`config.mk`:
```
export PLATFORM = sky130hd
export DESIGN_NAME = ahb_addr_decoder_flat
export DESIGN_NICKNAME = d
export VERILOG_FILES = /design/src/rtl/ahb_addr_decoder_if.sv /design/src/rtl/ahb_addr_decoder.sv /design/src/flat_wrapper.sv
export SDC_FILE = /design/constraint.sdc
export NUM_CORES = 1
export LEC_CHECK = 0
export CAP_MARGIN = 5
export CORE_MARGIN = 3
export CORE_UTILIZATION = 22
export CTS_BUF_LIST = sky130_fd_sc_hd__clkbuf_4 sky130_fd_sc_hd__clkbuf_8
export CTS_CLUSTER_DIAMETER = 80
export CTS_CLUSTER_SIZE = 28
export DETAILED_ROUTE_END_ITERATION = 10
export PLACE_DENSITY = 0.78
export SKIP_CTS_REPAIR_TIMING = 1
export SYNTH_ARGS = -nofsm -noshare
export SYNTH_HDL_FRONTEND = slang
export SYNTH_SLANG_ARGS = --single-unit
export TNS_END_PERCENT = 1
```
`constraint.sdc`:
```
create_clock -name hclk -period 1.6 [get_ports hclk]
set_input_delay 0.32 -clock hclk [delete_from_list [all_inputs] [get_ports hclk]]
set_output_delay 0.32 -clock hclk [all_outputs]
set_load 0.01 [all_outputs]
```
`src/rtl/ahb_addr_decoder_if.sv`:
```
// AHB-Lite decoder bus bundle: master-side address/transfer, per-slave select and responses.
// Latency: none (signal bundle only).
// Backpressure: hready carries the muxed wait state back to the master and every slave.
//
// Ports (signals):
//   haddr, htrans          master address phase
//   hsel                   one-hot address-phase slave select
//   hrdata_s, hreadyout_s, hresp_s   concatenated slave responses, slice i = slave i
//   hrdata, hready, hresp  muxed response to the master
// Modports:
//   master - the surrounding fabric (bus master plus slave response sources)
//   slave  - the decoder itself
interface ahb_addr_decoder_if #(
  parameter int NUM_SLV = 4,
  parameter int ADDR_W  = 32,
  parameter int DATA_W  = 32
);
  logic [ADDR_W-1:0]         haddr;
  logic [1:0]                htrans;
  logic [NUM_SLV-1:0]        hsel;
  logic [NUM_SLV*DATA_W-1:0] hrdata_s;
  logic [NUM_SLV-1:0]        hreadyout_s;
  logic [NUM_SLV-1:0]        hresp_s;
  logic [DATA_W-1:0]         hrdata;
  logic                      hready;
  logic                      hresp;

  modport master (
    output haddr, htrans, hrdata_s, hreadyout_s, hresp_s,
    input  hsel, hrdata, hready, hresp
  );

  modport slave (
    input  haddr, htrans, hrdata_s, hreadyout_s, hresp_s,
    output hsel, hrdata, hready, hresp
  );
endinterface

```
`src/rtl/ahb_addr_decoder.sv`:
```
// AHB-Lite address decoder + response mux with built-in default (ERROR) slave.
// Latency: hsel 0 cycles; response routed one cycle after the accepted address phase.
// Backpressure: hready low freezes the data-phase owner; unmapped transfers get a 2-cycle ERROR.
//
// Ports:
//   hclk     bus clock (rising edge)
//   hreset   asynchronous active-high reset
//   bus      ahb_addr_decoder_if.slave (haddr/htrans in, hsel out, slave responses in, muxed response out)
//   err_cnt  saturating count of ERROR responses issued by the default slave
// Optional feature: define AHB_DEC_ERR_CNT_EN to implement err_cnt; otherwise it is tied to 0.
module ahb_addr_decoder #(
  parameter int NUM_SLV   = 4,
  parameter int ADDR_W    = 32,
  parameter int DATA_W    = 32,
  parameter logic [NUM_SLV*ADDR_W-1:0] SLV_BASE =
    {32'h3000_0000, 32'h2000_0000, 32'h1000_0000, 32'h0000_0000},
  parameter logic [NUM_SLV*ADDR_W-1:0] SLV_MASK = {NUM_SLV{32'hF000_0000}},
  parameter int ERR_CNT_W = 8
) (
  input  logic                 hclk,
  input  logic                 hreset,
  ahb_addr_decoder_if.slave    bus,
  output logic [ERR_CNT_W-1:0] err_cnt
);

  // Owner index NUM_SLV denotes the internal default slave.
  localparam int IDX_W = $clog2(NUM_SLV + 1);
  localparam logic [IDX_W-1:0] DSEL_DEF = IDX_W'(NUM_SLV);

  typedef enum logic [1:0] {
    ST_IDLE = 2'd0,
    ST_ERR1 = 2'd1,
    ST_ERR2 = 2'd2
  } state_e;

  logic [NUM_SLV-1:0] hsel_w;
  logic               hit;
  logic [IDX_W-1:0]   hit_idx;
  logic               unmapped_req;

  logic [DATA_W-1:0]  hrdata_w;
  logic               hready_w;
  logic               hresp_w;

  state_e             state_q, state_d;
  logic [IDX_W-1:0]   dsel_q, dsel_d;
  logic               def_hready_q, def_hready_d;
  logic               def_hresp_q, def_hresp_d;

  // BUSY and NONSEQ/SEQ are told apart by htrans[1] alone.
  logic unused_htrans0;
  assign unused_htrans0 = bus.htrans[0];

  // Address decode: first matching slave from index 0 upward wins, keeping hsel one-hot.
  always_comb begin
    hsel_w  = '0;
    hit     = 1'b0;
    hit_idx = DSEL_DEF;
    for (int i = 0; i < NUM_SLV; i++) begin
      if (!hit && ((bus.haddr & SLV_MASK[i*ADDR_W +: ADDR_W]) == SLV_BASE[i*ADDR_W +: ADDR_W])) begin
        hit       = 1'b1;
        hsel_w[i] = 1'b1;
        hit_idx   = IDX_W'(i);
      end
    end
  end

  assign unmapped_req = !hit && bus.htrans[1];

  // Response mux: default slave supplies hrdata = 0 and its FSM-driven ready/resp.
  always_comb begin
    hrdata_w = '0;
    hready_w = def_hready_q;
    hresp_w  = def_hresp_q;
    for (int i = 0; i < NUM_SLV; i++) begin
      if (dsel_q == IDX_W'(i)) begin
        hrdata_w = bus.hrdata_s[i*DATA_W +: DATA_W];
        hready_w = bus.hreadyout_s[i];
        hresp_w  = bus.hresp_s[i];
      end
    end
  end

  always_comb begin
    dsel_d  = hready_w ? hit_idx : dsel_q;
    state_d = state_q;
    unique case (state_q)
      ST_IDLE: if (hready_w && unmapped_req) state_d = ST_ERR1;
      ST_ERR1: state_d = ST_ERR2;
      // ERR2 always presents hready = 1, so the current address phase is accepted here.
      ST_ERR2: state_d = unmapped_req ? ST_ERR1 : ST_IDLE;
      default: state_d = ST_IDLE;
    endcase
    // Default-slave outputs are registered alongside the state they belong to.
    def_hready_d = (state_d != ST_ERR1);
    def_hresp_d  = (state_d != ST_IDLE);
  end

  always_ff @(posedge hclk or posedge hreset) begin
    if (hreset) begin
      state_q      <= ST_IDLE;
      dsel_q       <= DSEL_DEF;
      def_hready_q <= 1'b1;
      def_hresp_q  <= 1'b0;
    end else begin
      state_q      <= state_d;
      dsel_q       <= dsel_d;
      def_hready_q <= def_hready_d;
      def_hresp_q  <= def_hresp_d;
    end
  end

`ifdef AHB_DEC_ERR_CNT_EN
  logic [ERR_CNT_W-1:0] err_cnt_q, err_cnt_d;

  // ERR1 is only ever entered from IDLE or ERR2, so state_d == ERR1 marks each new error.
  always_comb begin
    err_cnt_d = err_cnt_q;
    if ((state_d == ST_ERR1) && (err_cnt_q != '1)) begin
      err_cnt_d = err_cnt_q + 1'b1;
    end
  end

  always_ff @(posedge hclk or posedge hreset) begin
    if (hreset) begin
      err_cnt_q <= '0;
    end else begin
      err_cnt_q <= err_cnt_d;
    end
  end

  assign err_cnt = err_cnt_q;
`else
  assign err_cnt = '0;
`endif

  assign bus.hsel   = hsel_w;
  assign bus.hrdata = hrdata_w;
  assign bus.hready = hready_w;
  assign bus.hresp  = hresp_w;

endmodule
```
`src/flat_wrapper.sv`:
```
// flat-port wrapper written by rule: the top's interface ports become plain ports
module ahb_addr_decoder_flat 
#(
  parameter int NUM_SLV   = 4,
  parameter int ADDR_W    = 32,
  parameter int DATA_W    = 32,
  parameter logic [NUM_SLV*ADDR_W-1:0] SLV_BASE =
    {32'h3000_0000, 32'h2000_0000, 32'h1000_0000, 32'h0000_0000},
  parameter logic [NUM_SLV*ADDR_W-1:0] SLV_MASK = {NUM_SLV{32'hF000_0000}},
  parameter int ERR_CNT_W = 8
)
  (hclk, hreset, err_cnt, bus_haddr, bus_htrans, bus_hrdata_s, bus_hreadyout_s, bus_hresp_s, bus_hsel, bus_hrdata, bus_hready, bus_hresp);
  ahb_addr_decoder_if #(.NUM_SLV(NUM_SLV), .ADDR_W(ADDR_W), .DATA_W(DATA_W)) bus_i ();
  input  logic hclk;
  input  logic hreset;
  output logic [ERR_CNT_W-1:0] err_cnt;
  input wire logic [$bits(bus_i.haddr)-1:0] bus_haddr;
  input wire logic [$bits(bus_i.htrans)-1:0] bus_htrans;
  input wire logic [$bits(bus_i.hrdata_s)-1:0] bus_hrdata_s;
  input wire logic [$bits(bus_i.hreadyout_s)-1:0] bus_hreadyout_s;
  input wire logic [$bits(bus_i.hresp_s)-1:0] bus_hresp_s;
  output wire logic [$bits(bus_i.hsel)-1:0] bus_hsel;
  output wire logic [$bits(bus_i.hrdata)-1:0] bus_hrdata;
  output wire logic [$bits(bus_i.hready)-1:0] bus_hready;
  output wire logic [$bits(bus_i.hresp)-1:0] bus_hresp;
  assign bus_i.haddr = bus_haddr;
  assign bus_i.htrans = bus_htrans;
  assign bus_i.hrdata_s = bus_hrdata_s;
  assign bus_i.hreadyout_s = bus_hreadyout_s;
  assign bus_i.hresp_s = bus_hresp_s;
  assign bus_hsel = bus_i.hsel;
  assign bus_hrdata = bus_i.hrdata;
  assign bus_hready = bus_i.hready;
  assign bus_hresp = bus_i.hresp;
  ahb_addr_decoder #(.NUM_SLV(NUM_SLV), .ADDR_W(ADDR_W), .DATA_W(DATA_W), .SLV_BASE(SLV_BASE), .SLV_MASK(SLV_MASK), .ERR_CNT_W(ERR_CNT_W)) u_core (.hclk(hclk), .hreset(hreset), .bus(bus_i), .err_cnt(err_cnt));
endmodule
```
# After elaboration in Yosys (flattened, before gate mapping)
# Cells that the tools add are included.
[op_classes]
mux = 26
n_reduce_logical = 13
n_eq_ne = 9
[op_table]
columns = ["cell", "n"]
rows = [
  ["two-way mux 32 bit", 4],
  ["logical NOT 32 bit", 1],
  ["two-way mux 1 bit", 16],
  ["two-way mux 3 bit", 4],
  ["equality test 4 x 2 -> 1 bit, second input constant", 2],
  ["equality test 3 x 2 -> 1 bit, second input constant", 2],
  ["one-hot mux 2 bit (3 select lines)", 1],
  ["logical AND 1 bit", 5],
  ["equality test 4 x 1 -> 1 bit, second input constant", 1],
  ["logical NOT 1 bit", 4],
  ["equality test 3 x 1 -> 1 bit, second input constant", 1],
  ["logical NOT 3 bit", 1],
  ["equality test 2 x 1 -> 1 bit, second input constant", 1],
  ["equality test 2 bit, second input constant", 1],
  ["logical NOT 2 bit", 1],
  ["two-way mux 2 bit", 1],
  ["!= test 2 x 1 -> 1 bit, second input constant", 1],
  ["nonzero test 2 bit", 1],
]
[word_totals]
output_inout_bits = 46
word_cells = 52
ff_bits = 7

# Logic depth before layout (Yosys ltp)
# Gate-level depths: netlist of run 1.
[logic_depth]
depth_word = 17
ltp_mapped = 5
ltp_nobuf = 4

# Worst setup path after synthesis of run 1
# Ideal clock, no wire load.
[synth_path]
path_type = "register to output"
start = "register u_core.dsel_q[0]"
end = "output port bus_hrdata[10]"
required_ns = 1.280
path_slack_ns = -0.017
path_stages_with_launch = 5
n_path_buf = 2
arrival_ns = 1.297
cell_sequence = "dfrtp_1 -> buf_6 -> buf_12 -> mux4_2 -> and2_1"
[synth_between]
elab_chain_len = 5
[synth_lines]
columns = ["item", "line_no", "rtl"]
rows = [
  ["from (decl)", "ahb_addr_decoder.sv:46", "logic [IDX_W-1:0] dsel_q, dsel_d;"],
  ["from (signal assigned)", "ahb_addr_decoder.sv:107", "dsel_q <= dsel_d;"],
  ["logical NOT 3 bit", "ahb_addr_decoder.sv:76", "if (dsel_q == IDX_W'(i)) begin"],
  ["two-way mux 32 bit (3 in a row)", "ahb_addr_decoder.sv:76", ""],
  ["two-way mux 32 bit (*)", "ahb_addr_decoder.sv:76", ""],
  ["to (decl)", "flat_wrapper.sv:23", "output wire logic [$bits(bus_i.hrdata)-1:0] bus_hrdata;"],
]
# Every way passes the cells marked *; elsewhere a longest branch is shown, timed or not.

# Worst setup path after layout of run 1
[layout_path]
start = "register u_core.dsel_q[0]"
end = "output port bus_hrdata[23]"
# The elaborated chain is that of the path after synthesis.

==> metrics.txt, run 1 <==
WHS 0.3268 ns; Core Region between 6000 and 7000 um^2; Yosys top cell by area mux4_2; fmax roughly 480 MHz; Most common cell on crit path buf_12; status finished with violations; CP Launch Type flop; Power per Cell Area around 520 nW/um^2; DP Cell Count roughly 390; CP max stage delay 0.44 ns; Critical-path top delay cell dfrtp_2; Crit. End Element output pin; die width 89.37 um; Final setup viols 36; cell count after synthesis about 130; routed len/inst between 15 and 20 um; final worst slack -0.5000 ns; Synth async-reset ratio between 90% and 100%; Buf+Inv Stages, Crit Path 4; Seq cells post-synth 7; period utilization 131.2%; H-tree levels 1; Yosys warnings 0; Yosys top cell area share ~43%; VDD IR max around 490 uV; CP Data Arrival Time around 1.8 ns; # Max-Cap Violations 0; Via Count approximately 1900; Root Driver clkbuf_8; most frequent cells after synthesis 32 x and2_1, 29 x mux4_2, 8 x buf_4; Die H around 90 um; CTS clk-pin slew, worst paths ~0.04 ns; vias per inst between 4 and 5; drt total wl around 7.1 mm; largest net degree at the start of global routing 25; synth unique cells 28; RSZ-0062 raised after global routing true; Final Instance Count excl. Fillers between 400 and 500; CP top delay family buffers and inverters; first-pass GRT wire length 9.232 mm; syn_area_per_cell about 12 um^2; critical path cell sequence buf_12 -> buf_12 -> buf_4 -> mux4_2 -> and2_4 -> clkbuf_2; Final nets 503; Seq/Total Area, Yosys between 10% and 20%; CP max FO 6; Ports around 220; vias in the first global route ~1900; setup TNS -13.83 ns; CP Data Required Time 1.28 ns; number of synthesized flops with an enable pin 0; first-pass detailed-route iteration total 4; CTS tree built; HPWL after DPL 5.868 mm; Initial Utilization about a quarter; initial antenna violation count 0; FP Rows 29; clock sinks 7; Synth area leaders mux4_2 43%, and2_1 13%, dfrtp_1 8.2%, mux4_1 6.9%, buf_12 3.9%; violated checks negative setup slack; Starting DRT DRC Count 21; leading cell type by number of instances after synthesis and2_1; Area Growth Syn to Fin 139.8%; CTS max path bufs 2; DRC viols 0; Clock Latency Late Sink approximately 0.22 ns; ys flop type dfrtp_1; Worst Setup Path Type flop to output pin; Hold Vio Cnt, Final 0; die area 7986 um^2; worst hold-check path type input port to asynchronous set/reset pin; min Tclk post-route between 2 and 2.5 ns; Post-Syn Area between 1500 and 2000 um^2; DP Area around 3600 um^2; Worst Skew ~0.00076 ns; Routed Antenna Nets 0; design area 3666 um^2; gp weighted congestion 0.7653; LEAKAGE roughly 0.0016 uW; Slew Viols, Final 0; layout cell share with drive strength beyond 1 43.33%; CTS Buf Count 3; GRT Total Usage between 15 and 20%; GRT Residual Overflow 0; Port Buffers 180
## report_power, final
group	switching (uW)	internal [uW]
Combinational	461	950
Sequential	29.9	212
Clock	74.5	189
## area by class of cell
| type | count | area (um^2) |
|---|---|---|
| antenna | 1 | 2.502 |
| clock buffer | 4 | 48.80 |
| fill | 553 | 2865 |
| inverter | 4 | 15.01 |
| multi-input combinational | 105 | 1266 |
| sequential | 7 | 178.9 |
| tap | 77 | 96.34 |
| timing repair buffer | 210 | 2058 |
## registers in the layout, summed over array words and instances, names as in the netlist
name and flops:
u_core.dsel_q 3, u_core.state_q 2, u_core.def_hready_q 1, u_core.def_hresp_q 1
## final timing paths
kind | depth (start not counted) | slack (ns) | start | to
worst max-delay path | 6 | -0.50 | u_core.dsel_q[0]$_DFFE_PP0N_ | bus_hrdata[23]
worst min-delay path | 2 | 0.33 | hreset | u_core.def_hresp_q$_DFF_PP0_
worst max register to register | 7 | -0.14 | u_core.dsel_q[0]$_DFFE_PP0N_ | u_core.def_hresp_q$_DFF_PP0_
worst min register to register | 1 | 0.50 | u_core.state_q[1]$_DFF_PP0_ | u_core.def_hready_q$_DFF_PP1_
max in group asynchronous | 2 | 1.00 | hreset | u_core.dsel_q[2]$_DFFE_PP1N_
min in group hclk | 1 | 0.50 | u_core.state_q[1]$_DFF_PP0_ | u_core.def_hready_q$_DFF_PP1_
## stage by stage
| step | power (uW) | setup slack, ns | util (%) |
|---|---|---|---|
| 3_5_place_dp | 1628 | -0.6445 | 54.46 |
| 2_1_floorplan | 903.9 | -0.005528 | - |
| 4_1_cts | 1901 | -0.8112 | 55.21 |
| 3_3_place_gp | 1608 | -0.6569 | 54.46 |
| 5_1_grt | 2032 | -0.5370 | 56.09 |
| 6_report | 1916 | -0.5000 | 56.13 |
## worst register-to-register path: cells and delay by family (launching register included)
kind / cells / cell delay, ns
buffers and inverters: 4 / 0.43
multiplexers: 1 / 0.27
AO/OA/AOI/OAI: 2 / 0.50
flip-flops: 1 / 0.42
## metal layers
metal	global-route usage, %	wire length [um]	up-vias
met5	0	0	-
met4	2.571	42	0
met3	2.581	598	4
met2	30.48	3912	96
met1	16.20	2593	910
li1	-	-	883
## placed cells by master, fill, tap and decap left out, types with 4 or more instances in the layout
cell type and instances:
clkdlybuf4s50_1 140, mux4_2 33, clkbuf_2 31, and2_4 29
buf_4 14, buf_12 10, conb_1 8, buf_6 7
dlymetal6s2s_1 5, nor2_1 4, nand2_1 4, dfrtp_1 4
## kinds of logic after synthesis
group / synth area share [%]
AO/OA/AOI/OAI: 4.992
buffers and inverters: 11.62
flip-flops: 11.62
multiplexers: 53.68
other: 0.2453
AND/OR/NAND/NOR: 17.84
Note: power is estimated with default switching activity, not from simulation.
==> run 2, diff against run 1 <==
GPL_ROUTABILITY_DRIVEN = 0   (was default)
==> results of run 2 <==
The final DEF is identical to that of run 1; final timing and power are the same.
==> RTL edit 1, RTL diff (flow settings as in run 1) <==
`DATA_W` is set to 32 in 3 places; all go to 16.
--- a/src/rtl/ahb_addr_decoder_if.sv
+++ b/src/rtl/ahb_addr_decoder_if.sv
@@ -13,7 +13,7 @@
 interface ahb_addr_decoder_if #(
   parameter int NUM_SLV = 4,
   parameter int ADDR_W  = 32,
-  parameter int DATA_W  = 32
+  parameter int DATA_W  = 16
 );
   logic [ADDR_W-1:0]         haddr;
   logic [1:0]                htrans;
--- a/src/rtl/ahb_addr_decoder.sv
+++ b/src/rtl/ahb_addr_decoder.sv
@@ -11,7 +11,7 @@
 module ahb_addr_decoder #(
   parameter int NUM_SLV   = 4,
   parameter int ADDR_W    = 32,
-  parameter int DATA_W    = 32,
+  parameter int DATA_W    = 16,
   parameter logic [NUM_SLV*ADDR_W-1:0] SLV_BASE =
     {32'h3000_0000, 32'h2000_0000, 32'h1000_0000, 32'h0000_0000},
   parameter logic [NUM_SLV*ADDR_W-1:0] SLV_MASK = {NUM_SLV{32'hF000_0000}},
--- a/src/flat_wrapper.sv
+++ b/src/flat_wrapper.sv
@@ -3,7 +3,7 @@
 #(
   parameter int NUM_SLV   = 4,
   parameter int ADDR_W    = 32,
-  parameter int DATA_W    = 32,
+  parameter int DATA_W    = 16,
   parameter logic [NUM_SLV*ADDR_W-1:0] SLV_BASE =
     {32'h3000_0000, 32'h2000_0000, 32'h1000_0000, 32'h0000_0000},
   parameter logic [NUM_SLV*ADDR_W-1:0] SLV_MASK = {NUM_SLV{32'hF000_0000}},
Interface: changed (resized bus_hrdata and bus_hrdata_s); port bits go from 218 to 138. No check against the original RTL was run, so the function may have changed too.
==> RTL edit 1 against run 1 <==
The flow still finishes with violations (negative setup slack). Worst setup slack gained 51 ps. Highest routed layer is now met3. Non-clock buffer count is 81 lower. Routed wire length is 49% lower. Design area fell by 38%. Area after synthesis decreased by 33%. Sequential cell count is the same. Critical endpoint is now bus_hrdata[3]. Power down 6.4%. Clock skew rose by 1.7 ps. Largest cell class unchanged.
==> RTL edit 1: results (changes against run 1) <==
Status
  – Failing checks: negative setup slack
  – Status: finished, violations left

Route
  – WL final: 3630 µm (-49%)
  – DR iter-0 viols: 12 (-43%)
  – Vias: 1176 (-38%)
  – Vias per inst: 4.45 (-4.0%)

Synth
  – Post-synth top cells: 18 x nor2b_1, 9 x mux4_1, 8 x buf_4, 8 x mux4_2
  – Register area share after synthesis: 17.3% (+5.7 points)

Placed design
  – DP Area: 2160 µm² (-39%)
  – Dpl ws: -644 ps (-0.0250 ps)
  – Dpl hpwl: 2980 µm (-49%)
  – Post-Place Cells: 249 (-36%)
  – RD Place Congestion: 0.709 (-7.4%)

Finish
  – Layout cells sized above 1: 37.7% (-5.6 points)
  – Final instance area: 2280 µm² (-38%)
  – Diodes inserted: 0 (-1)
  – Fillers: 414 (-25%)

Power
  – Pint: 1210 µW (-11%)
  – Static Leakage: 0.000990 µW (-36%)
  – VDD IR-drop max: 540 µV (+11%)

Worst setup path
  – Path depth of the worst reg2reg path: 8 (+1)
  – Setup slack, reg-to-reg: -80 ps (+60 ps)
  – Worst path top cell family by delay: multiplexers
  – Critical path peak fanout: 4 (-2)
  – Slowest stage delay, CP: 530 ps (+90 ps)
  – Critical path arrival: 1730 ps (-50 ps)

GRT
  – First-pass GRT wire length: 4890 µm (-47%)
  – Largest net degree at the start of global routing: 15 (-40%)

Die
  – Starting Density: 23.2% (-0.20 points)

STA
  – Setup slack after layout: -449 ps (+50.9 ps)
  – Fin Setup TNS: -6800 ps (+7020 ps)
  – Hold Worst Slack: 327 ps (+0.336 ps)
  – Final setup vio count: 24 (-33%)
  – Post-Route Skew: 2.50 ps (+1.73 ps)
RTL edit 1: cell types whose count changed after synthesis, moves of 2 or more:
cell | run 1 | this run
nor2b_1 | 3 | 18
mux4_1 | 4 | 9
mux4_2 | 29 | 8
o2bb2ai_1 | 2 | 0
and2_1 | 32 | 0
clkbuf_1 | 3 | 1
nor3_1 | 2 | 0
nand2_1 | 5 | 0
buf_12 | 3 | 0
RTL edit 1: power by group through the flow:
stage	clock network, µW	registers, µW	logic [µW]
floorplan	0	261	604
global route	280	284	1360
CTS	264	283	1230
detailed placement	0	285	1230
global placement	0	286	1220
finish	255	277	1260
RTL edit 1: final cells by class:
type | instances | area share [%]
repair buffers | 129 | 52.0
well taps | 52 | 2.85
multi-input cells | 69 | 34.6
clock buffers | 4 | 2.14
flip-flops and latches | 7 | 7.85
inverters | 3 | 0.494
RTL edit 1: routing by layer:
metal | routed length, µm | global-route usage, %
met1 | 1280 | 11.9
met2 | 1870 | 22.2
met3 | 488 | 3.51
met4 | 0 | 1.78
met5 | 0 | 0
==> RTL edit 2, RTL diff (config.mk and constraints of run 1) <==
Made on the original files. The 3 states of `state_e` get a one-hot encoding in 3 bits.
--- a/src/rtl/ahb_addr_decoder.sv
+++ b/src/rtl/ahb_addr_decoder.sv
@@ -27,10 +27,10 @@
   localparam int IDX_W = $clog2(NUM_SLV + 1);
   localparam logic [IDX_W-1:0] DSEL_DEF = IDX_W'(NUM_SLV);
 
-  typedef enum logic [1:0] {
-    ST_IDLE = 2'd0,
-    ST_ERR1 = 2'd1,
-    ST_ERR2 = 2'd2
+  typedef enum logic [2:0] {
+    ST_IDLE = 3'b001,
+    ST_ERR1 = 3'b010,
+    ST_ERR2 = 3'b100
   } state_e;
 
   logic [NUM_SLV-1:0] hsel_w;
Function: same outputs for any inputs over 10 cycles, from zero or initial values and one cycle with hreset high; not proved beyond that.
==> RTL edit 2 against run 1 <==
The flow still finishes with violations (negative setup slack). Design area decreased by 4.6%. Area after synthesis decreased by 2.0%. Routed wire length decreased by 6.4%. Global-route usage decreased by 0.44 points. Clock skew increased by 4.1 ps. Critical path depth unchanged. Power increased by 30%. Sequential cell count increased by 1. Worst setup slack improved by 34 ps. Sequential share of layout area increased by 0.99 points. Final cell count decreased by 2.9%. Largest cell class unchanged.
==> RTL edit 2: results (changes against run 1) <==
GRT
  – Largest net degree at the start of global routing: 23 (-8.0%)
  – GRT Residual Overflow: 0 (unchanged)
  – Antenna violations before repair: 0 (unchanged)
  – Vias in the first global route: 1784 (-6.2%)
  – GRT Overall Usage: 14.6% (-0.44 points)
  – First-pass GRT wire length: 8810 µm (-4.6%)

Power
  – NetSw: 838 µW (+48%)
  – VDD IR-drop max: 742 µV (+52%)
  – Static Leakage: 0.00147 µW (-5.3%)

Worst setup path
  – Reg-to-reg startpoint: u_core.dsel_q[0]
  – Slowest stage delay, CP: 480 ps (+40 ps)
  – Worst Setup Start Kind: register
  – Critical path peak fanout: 7 (+1)
  – Slowest-stage cell, CP: mux4_2
  – Worst path top cell family by delay: buffers and inverters
  – Critical path arrival: 1750 ps (-30 ps)

Placed design
  – RD Place Congestion: 0.787 (+2.9%)
  – Port Buffer Count: 180 (unchanged)
  – Dpl hpwl: 5460 µm (-6.9%)
  – DP Area: 3420 µm² (-3.9%)

Route
  – WL final: 6690 µm (-6.4%)
  – Drt pass-1 iters: 4 (unchanged)
  – DR iter-0 viols: 39 (+86%)
  – Vias per inst: 4.54 (-2.2%)

Clock tree
  – CTS tree: done
  – Clk Latency, worst-skew pair: 230 ps
  – Max clock buf depth: 2 (unchanged)
  – Worst-path clk slew: 40 ps (about the same)
  – CTS buffer count: 3 (unchanged)
  – H-tree depth: 1 (unchanged)
  – Clock root cell: clkbuf_8

Synth
  – Ranking of synthesized cells by area: mux4_2 50%, nor2b_1 14%, dfrtp_1 8.4%
  – Synth Warn #: 0 (unchanged)
  – Async SR Flop Fraction: 100% (unchanged)
  – Register area share after synthesis: 13.6% (+2.0 points)
  – Post-synth top cells: 34 x nor2b_1, 33 x mux4_2, 10 x buf_4
  – Main synth FF type: dfrtp_1
  – Netlist cell types: 29 (+3.6%)

STA
  – Post-Route Skew: 4.85 ps (+4.08 ps)
  – Setup slack after layout: -466 ps (+34.2 ps)
  – Final setup vio count: 36 (unchanged)

Finish
  – Fillers: 562 (+1.6%)
  – Layout cells sized above 1: 30.4% (-13 points)
  – Nets@finish: 492 (-2.2%)
  – Largest regs: u_core.dsel_q (3), u_core.state_q (3)
  – Diodes inserted: 0 (-1)

Status
  – Failing checks: negative setup slack
  – Status: finished, violations left

Min path
  – Hold Crit Class: primary input to asynchronous set/reset pin
==> RTL edit 2: cell count changes in the layout (fill, tap and decap cells not counted), sizes merged, moves of 5 or more <==
cell | before | now
and2 | 32 | 1
buf | 32 | 22
clkbuf | 37 | 30
dlymetal6s2s | 5 | 10
nor2b | 3 | 34
==> RTL edit 2: cells by family after synthesis <==
logic type	Yosys count	synth area share [%]
multiplexers	38	53.1
buffers and inverters	23	8.52
other	1	0.250
AO/OA/AOI/OAI	8	3.68
XOR/XNOR	1	0.585
flip-flops	8	13.6
AND/OR/NAND/NOR	50	20.2
==> RTL edit 2: routing by layer <==
metal	part of all wire (%)	vias up	GRT usage [%]
met4	0.36	0	1.65
li1	-	859	-
met5	0	-	0
met2	56	98	28.6
met1	32	836	15.5
met3	12	4	4.93
==> RTL edit 2: worst reg2reg max path: stages, from the launching register on <==
cell	delay (ps)
dfrtp_2	400
buf_12	150
buf_12	140
buf_6	120
mux2i_1	130
nand2_1	90
o21ai_2	150
buf_6	150
mux2_4	290
==> RTL edit 2: through the flow <==
stage | TNS (ps) | setup slack [ps] | instances | total power [µW]
2_1_floorplan | -225 | -9.38 | 136 | 1350
3_3_place_gp | -20320 | -632 | 386 | 2210
6_report | -12950 | -466 | 396 | 2480
4_1_cts | -26990 | -772 | 390 | 2510
3_5_place_dp | -20710 | -672 | 386 | 2230
5_1_grt | -15670 | -545 | 396 | 2670
==> RTL edit 2: final cells by class <==
cell class              count  area [µm²]  area share (%)
repair buffers            199        1930            55.3
multi-input cells         105        1200            34.4
flip-flops and latches      8         205            5.87
well taps                  77        96.3            2.75
clock buffers               4        48.8            1.40
inverters                   3        11.3           0.322
==> RTL edit 2: power by group through the flow <==
stage / sequential, µW / clock [µW] / combinational (µW)
6_report: 343 / 267 / 1870
4_1_cts: 348 / 278 / 1880
2_1_floorplan: 319 / 0 / 1030
3_5_place_dp: 351 / 0 / 1880
5_1_grt: 357 / 289 / 2030
3_3_place_gp: 351 / 0 / 1860
==> RTL edit 2: path summary, 6_finish.rpt <==
| check | end | slack [ps] | depth (start not counted) |
|---|---|---|---|
| max | bus_hrdata[14] | -470 | 6 |
| min | u_core.dsel_q[1] | 330 | 2 |
| max reg2reg | u_core.dsel_q[1] | -140 | 8 |
| min reg2reg | u_core.dsel_q[2] | 530 | 2 |
| max in group asynchronous | u_core.state_q[0] | 980 | 2 |
| min in group hclk | u_core.dsel_q[2] | 530 | 2 |
